## config.mk

```make
export PLATFORM = sky130hd
export DESIGN_NAME = fir_root
export DESIGN_NICKNAME = d
export VERILOG_FILES = /design/src/rtl/fir_root.sv
export SDC_FILE = /design/constraint.sdc
export NUM_CORES = 1
export LEC_CHECK = 0
export CORE_UTILIZATION = 50
export DETAILED_ROUTE_END_ITERATION = 8
export GPL_ROUTABILITY_DRIVEN = 0
export PLACE_DENSITY = 0.67
export REMOVE_ABC_BUFFERS = 1
export SLEW_MARGIN = 10
export SYNTH_ARGS = -nofsm -noshare
export SYNTH_HDL_FRONTEND = slang
export SYNTH_SLANG_ARGS = --single-unit
```

## constraint.sdc

```tcl
create_clock -name Clk -period 8.3 [get_ports Clk]
set_clock_uncertainty 0.15 [all_clocks]
set_input_delay 1.66 -clock Clk [delete_from_list [all_inputs] [get_ports Clk]]
set_output_delay 1.66 -clock Clk [all_outputs]
set_load 0.01 [all_outputs]
```

## src/rtl/fir_root.sv

```systemverilog
// fir_root: seven-tap direct-form FIR with saturated 16-bit result and an
// eight-stage pipelined floor square root of that result.
module fir_root (
    input  logic       Clk,
    input  logic       Rst_n,
    input  logic [7:0] Data_i,
    input  logic [7:0] B0,
    input  logic [7:0] B1,
    input  logic [7:0] B2,
    input  logic [7:0] B3,
    input  logic [7:0] B4,
    input  logic [7:0] B5,
    input  logic [7:0] B6,
    output logic [7:0] FIRout,
    output logic [7:0] ROOTout
);
    logic [7:0]  x [7];
    logic [7:0]  b [7];
    logic [18:0] sum;
    logic [15:0] q;
    logic [9:0]  rem_q [8], rem_i [8], rem_n [8];
    logic [7:0]  root_q [8], root_i [8], root_n [8];
    logic [15:0] rad_q [8], rad_i [8], rad_n [8];
    logic [11:0] acc [8], trial [8];
    logic        ge [8];
    assign b = '{B0, B1, B2, B3, B4, B5, B6};
    always_comb begin
        sum = '0;
        for (int k = 0; k < 7; k++)
            sum = sum + 19'(b[k]) * 19'(x[k]);
    end
    // Restoring recurrence: each stage brings down two radicand bits and
    // tries to append a 1 to the partial root.
    always_comb begin
        rem_i[0]  = '0;
        root_i[0] = '0;
        rad_i[0]  = q;
        for (int s = 1; s < 8; s++) begin
            rem_i[s]  = rem_q[s-1];
            root_i[s] = root_q[s-1];
            rad_i[s]  = rad_q[s-1];
        end
        for (int s = 0; s < 8; s++) begin
            acc[s]    = {rem_i[s], rad_i[s][15:14]};
            trial[s]  = {2'b00, root_i[s], 2'b01};
            ge[s]     = acc[s] >= trial[s];
            rem_n[s]  = 10'(ge[s] ? acc[s] - trial[s] : acc[s]);
            root_n[s] = (root_i[s] << 1) | 8'(ge[s]);
            rad_n[s]  = rad_i[s] << 2;
        end
    end
    always_ff @(posedge Clk or negedge Rst_n) begin
        if (!Rst_n) begin
            for (int k = 0; k < 7; k++) x[k] <= '0;
            q <= '0;
            for (int s = 0; s < 8; s++) begin
                rem_q[s]  <= '0;
                root_q[s] <= '0;
                rad_q[s]  <= '0;
            end
        end else begin
            x[0] <= Data_i;
            for (int k = 1; k < 7; k++) x[k] <= x[k-1];
            q <= sum > 19'd65535 ? 16'hFFFF : sum[15:0];
            for (int s = 0; s < 8; s++) begin
                rem_q[s]  <= rem_n[s];
                root_q[s] <= root_n[s];
                rad_q[s]  <= rad_n[s];
            end
        end
    end
    assign FIRout  = q[15:8];
    assign ROOTout = root_q[7];
endmodule

```

# Word-level counts from Yosys, hierarchy flattened
# Index checks and enable logic that the tools add are counted.
[word_totals]
out_inout_bits = 16
input_bits = 66
regBits = 249
wordCells = 74
[classes]
mux = 8
n_mul = 7
n_bitwise = 7
n_lt_le_gt_ge = 9
add_sub_neg = 13
[op_table]
columns = ["operator", "n"]
rows = [
  ["8-bit by 8-bit multiplier with 16-bit output", 7],
  ["10-bit 2-to-1 mux", 7],
  ["12-bit by 10-bit >= comparator with 1-bit output", 5],
  ["19-bit by 16-bit adder with 19-bit output", 3],
  ["8-bit by 1-bit OR with 8-bit output", 5],
  ["10-bit subtractor", 4],
  ["18-bit by 16-bit adder with 19-bit output", 1],
  ["19-bit by 16-bit > comparator with 1-bit output (second input constant)", 1],
  ["17-bit by 16-bit adder with 18-bit output", 1],
  ["16-bit by 16-bit adder with 17-bit output", 1],
  ["16-bit 2-to-1 mux", 1],
  ["12-bit by 3-bit >= comparator with 1-bit output", 1],
  ["12-bit by 4-bit >= comparator with 1-bit output", 1],
  ["10-bit by 3-bit subtractor with 10-bit output", 1],
  ["10-bit by 4-bit subtractor with 10-bit output", 1],
  ["3-bit by 1-bit OR with 3-bit output", 1],
  ["2-bit by 1-bit subtractor with 3-bit output (second input constant)", 1],
  ["2-bit by 1-bit >= comparator with 1-bit output (second input constant)", 1],
  ["2-bit by 1-bit OR with 2-bit output", 1],
]

# Longest topological paths before layout
[depth]
word_depth = 9
ltp_mapped = 27
depth_no_buf = 26

# Worst setup path after synthesis
# Ideal clock, no wire load.
[synth_timing]
path_type = "input -> register"
start = "input B0[4]"
end = "register q[10]"
setup_time_ns = 0.141
stages = 26
t_arrival_ns = 8.345
path_slack_ns = -0.336
n_path_buf = 2
t_required_ns = 8.009
cell_sequence = "clkbuf_1 -> nand2_1 -> fa_1 -> inv_1 -> fa_1 -> inv_1 -> fa_1 -> inv_1 -> fa_1 -> inv_1 -> fa_1 -> fa_1 -> inv_1 -> fa_1 -> fa_1 -> inv_1 -> fa_1 -> inv_1 -> ha_1 -> a21o_1 -> a31o_2 -> o21ai_0 -> nand2_1 -> xnor2_1 -> clkbuf_1 -> nand3_1"
[synth_between]
elab_chain_len = 9
[synth_rtl]
columns = ["item", "line_no", "source"]
rows = [
  ["start: declaration", "7", "input logic [7:0] B0,"],
  ["8-bit by 8-bit multiplier with 16-bit output *", "30", "sum = sum + 19'(b[k]) * 19'(x[k]);"],
  ["16-bit by 16-bit adder with 17-bit output *", "30", ""],
  ["17-bit by 16-bit adder with 18-bit output *", "30", ""],
  ["18-bit by 16-bit adder with 19-bit output *", "30", ""],
  ["19-bit by 16-bit adder with 19-bit output * (3 in a row)", "30", ""],
  ["19-bit by 16-bit > comparator with 1-bit output", "64", "q <= sum > 19'd65535 ? 16'hFFFF : sum[15:0];"],
  ["16-bit 2-to-1 mux *", "64", ""],
  ["end signal: assignment", "64", ""],
  ["end: declaration", "20", "logic [15:0] q;"],
]
# Every way passes the cells marked *; elsewhere a longest branch is shown, timed or not.

# Worst setup path after layout
[layout_timing]
start = "input B2[6]"
end = "register q[7]"
[layout_between]
elab_chain_len = 8
[layout_rtl]
columns = ["item", "line_no", "source"]
rows = [
  ["start: declaration", "9", "input logic [7:0] B2,"],
  ["8-bit by 8-bit multiplier with 16-bit output *", "30", ""],
  ["17-bit by 16-bit adder with 18-bit output *", "30", ""],
  ["18-bit by 16-bit adder with 19-bit output *", "30", ""],
  ["19-bit by 16-bit adder with 19-bit output * (3 in a row)", "30", ""],
  ["19-bit by 16-bit > comparator with 1-bit output", "64", ""],
  ["16-bit 2-to-1 mux *", "64", ""],
]
# Marked as above.

==> results_dict.tcl <==
set metrics [dict create \
    synth_top_family_by_area "adder cells" \
    grt_usage_pct 23.42 \
    cts_htree_levels 1 \
    numPortBuffers 81 \
    outcome "finished, violations left" \
    synth_edf_count 0 \
    wl_per_cell_um 17.06 \
    drv_cap 0 \
    numCtsBuffers 25 \
    die_area_sq_um 48410 \
    synth_compound_area_share_pct 3.264 \
    firstDrtPassIters 7 \
    hold_start "rad_i[106]" \
    hp-class "register to register" \
    core-area_sq_um 46750 \
    ys_types 51 \
    vias_per_cell 4.969 \
    rr_startpoint "x[45]" \
    ant_nets 0 \
    routed_wl_um 53180 \
    period_share_pct 97.97 \
    area_growth_syn_to_layout_pct 14.61 \
    cts.sinks 227 \
    slew-limit-headroom_pct 30.85 \
    ys_ff_latch 227 \
    yosysWarnings 0 \
    nFillCells 3962 \
    violations "design-rule violations" \
    drive_above_1_share_pct 9.203 \
    cts_buffer_depth 3 \
    die_y_um 220.0 \
    n_antenna_cell 0 \
    crit_path_start_kind "primary input" \
    r2r_slack_ns 0.83 \
    worstHoldPathCells 0 \
    ys.flop_type "dfrtp_1" \
    tightest_slew_ns 1.037 \
    initial_utilization_pct 50.84 \
    synthMuxAreaShare_pct 0.2579 \
    r2r_cells 23 \
    seq_area_frac_synth_pct 23.90 \
    cts_tree "built" \
    finalMaxSlewViolations 0 \
    place_inst 3069 \
    fin_area_sq_um 27240 \
    grt_pass1_wl_um 86820 \
    required_ns 8.56 \
    cp.arrival_ns 8.39 \
    cts_root_buf "clkbuf_16" \
    postSynth.asyncResetShare_pct 100.0 \
    synth_simple_gate_area_share_pct 13.70 \
    place_area_sq_um 26130 \
    regToRegEndpoint "q[7]" \
    fmax_mhz 123.0 \
    drt-initial-drc-count 805 \
    cts.clk_slew.worst_paths_ns 0.07 \
    crit_path_max_fanout 8 \
    netlist_area_sq_um 23770 \
    crit_start "B2[6]" \
    clock_latency_ns 0.58 \
    fin_crit_ns 8.132 \
    hold_viol 0 \
    first_global_vias 17010 \
    grt_max_degree 180 \
    syn_inst 2283 \
    synth_xor_area_share_pct 1.695 \
    pin_count 82 \
    synth_area_per_cell_sq_um 10.41 \
    critPathCaptureType "register" \
    setup_viol 0 \
    overflow 0 \
    num_rows 79 \
    hold_path_end "rad_i[92]" \
    nNetsFinal 3210 \
    holdBufCountCts 0 \
    place_hpwl_um 45200 \
    antenna_found_initial 0 \
    path_class "primary input to register" \
    vias 15490 \
    chipWidth_um 220.0 \
    final_cells 3117 \
    final_cell_mix "583 x inv_1, 388 x fa_1, 281 x and2_1" \
    drc 1 \
    synthAdderAreaFrac_pct 47.45 \
    final_common_cell "inv_1" \
]
-- per-layer routing --
layer / track usage (%) / wire, um / part of all wire [%] / up-vias
met5: 0 / 0 / 0 / -
met4: 9.471 / 2217 / 4.2 / 0
met3: 3.492 / 1916 / 3.6 / 113
met2: 41.23 / 27430 / 52 / 295
met1: 28.76 / 21620 / 41 / 7882
li1: - / - / - / 7199
-- critical path, stage by stage --
cell           delay [ns]
dlygate4sd2_1        0.32
and2_1               0.22
fa_1                 0.54
inv_1                0.05
fa_1                 0.47
inv_1                0.05
fa_1                 0.46
fa_1                 0.56
fa_2                 0.50
fa_2                 0.61
fa_2                 0.44
fa_1                 0.49
inv_1                0.05
fa_1                 0.47
inv_1                0.04
ha_2                 0.19
a21oi_4              0.18
buf_4                0.14
a211oi_2             0.07
a2111oi_2            0.31
nand2_2              0.15
xnor2_4              0.18
buf_6                0.16
nand3_1              0.08
-- cell type report --
cell class                      count  area (sq um)  area share (%)
Clock inverter                     18         190.2          0.6981
Inverter                          585          2196           8.061
Sequential cell                   227          5680           20.85
Clock buffer                       28         666.9           2.448
Tap cell                          607         759.5           2.788
Timing Repair Buffer              201          1740           6.389
Multi-Input combinational cell   1451         16010           58.76
-- metrics by stage --
stage	setup TNS, ns	worst slack [ns]	hold WS [ns]	utilization, %
floorplan	-4.226	-0.2656	0.1812	-
global placement	-14.27	-0.8982	0.1822	55.88
detailed placement	-17.12	-1.097	0.1847	55.88
CTS	0	0.002869	0.1879	57.84
global route	-0.2252	-0.03884	0.1905	58.27
finish	0	0.1684	0.1799	58.27
-- flip-flops by register name, indices dropped and copies added, names as in the netlist --
| signal | count |
|---|---|
| x | 56 |
| q | 16 |
| ROOTout | 8 |
| rad_i | 42 |
| root_i | 28 |
| acc | 77 |
-- cells in the mapped netlist, types with 6 or more instances --
master    instances  area (sq um)
a21o_1            6         45.04
nand2_1         218         818.3
o21ai_0          44         220.2
nor2b_1           8         50.05
buf_4             8         60.06
inv_1           585          2196
fa_1            414          8288
xor2_1           20         175.2
nand3b_1          6         45.04
nand3_1          23         115.1
and2_1          283          1770
nor2_1           29         108.9
a21oi_1          31         155.2
o21a_1           10         75.07
clkbuf_1          9         33.78
nand4_1           6         37.54
nor3_1           11         55.05
ha_1            239          2990
nand2b_1         11         68.82
xnor2_1          26         227.7
dfrtp_1         227          5680
a211oi_1          6         45.04
-- what timing repair did --
item	4_1_cts	5_1_grt
buffers inserted	1	0
cloned	1	0
pin swaps	30	46
gates resized for setup	65	72
endpoints found under the hold margin	0	0
setup endpoints to repair	16	16
-- cell families (layout without fill, tap and decap cells) --
group / after synthesis / count (layout)
compound gates: 125 / 125
xor+xnor: 46 / 46
fa+ha+maj: 653 / 653
buf+inv: 605 / 832
flops: 227 / 227
mux: 6 / 6
other cells: 1 / 1
simple gates: 620 / 620
-- worst max-delay path by stage --
stage	end	cells past startpoint	slack [ns]
after floorplan	q[10]	23	-0.27
after global placement	q[12]	25	-0.90
after detailed placement	q[12]	23	-1.10
after CTS	q[6]	23	0.003
after global routing	q[11]	27	-0.04
final	q[7]	24	0.17
Power is left out: the tool's default activity adds up to more than one toggle a clock period on the data nets, which glitch-free logic cannot reach.
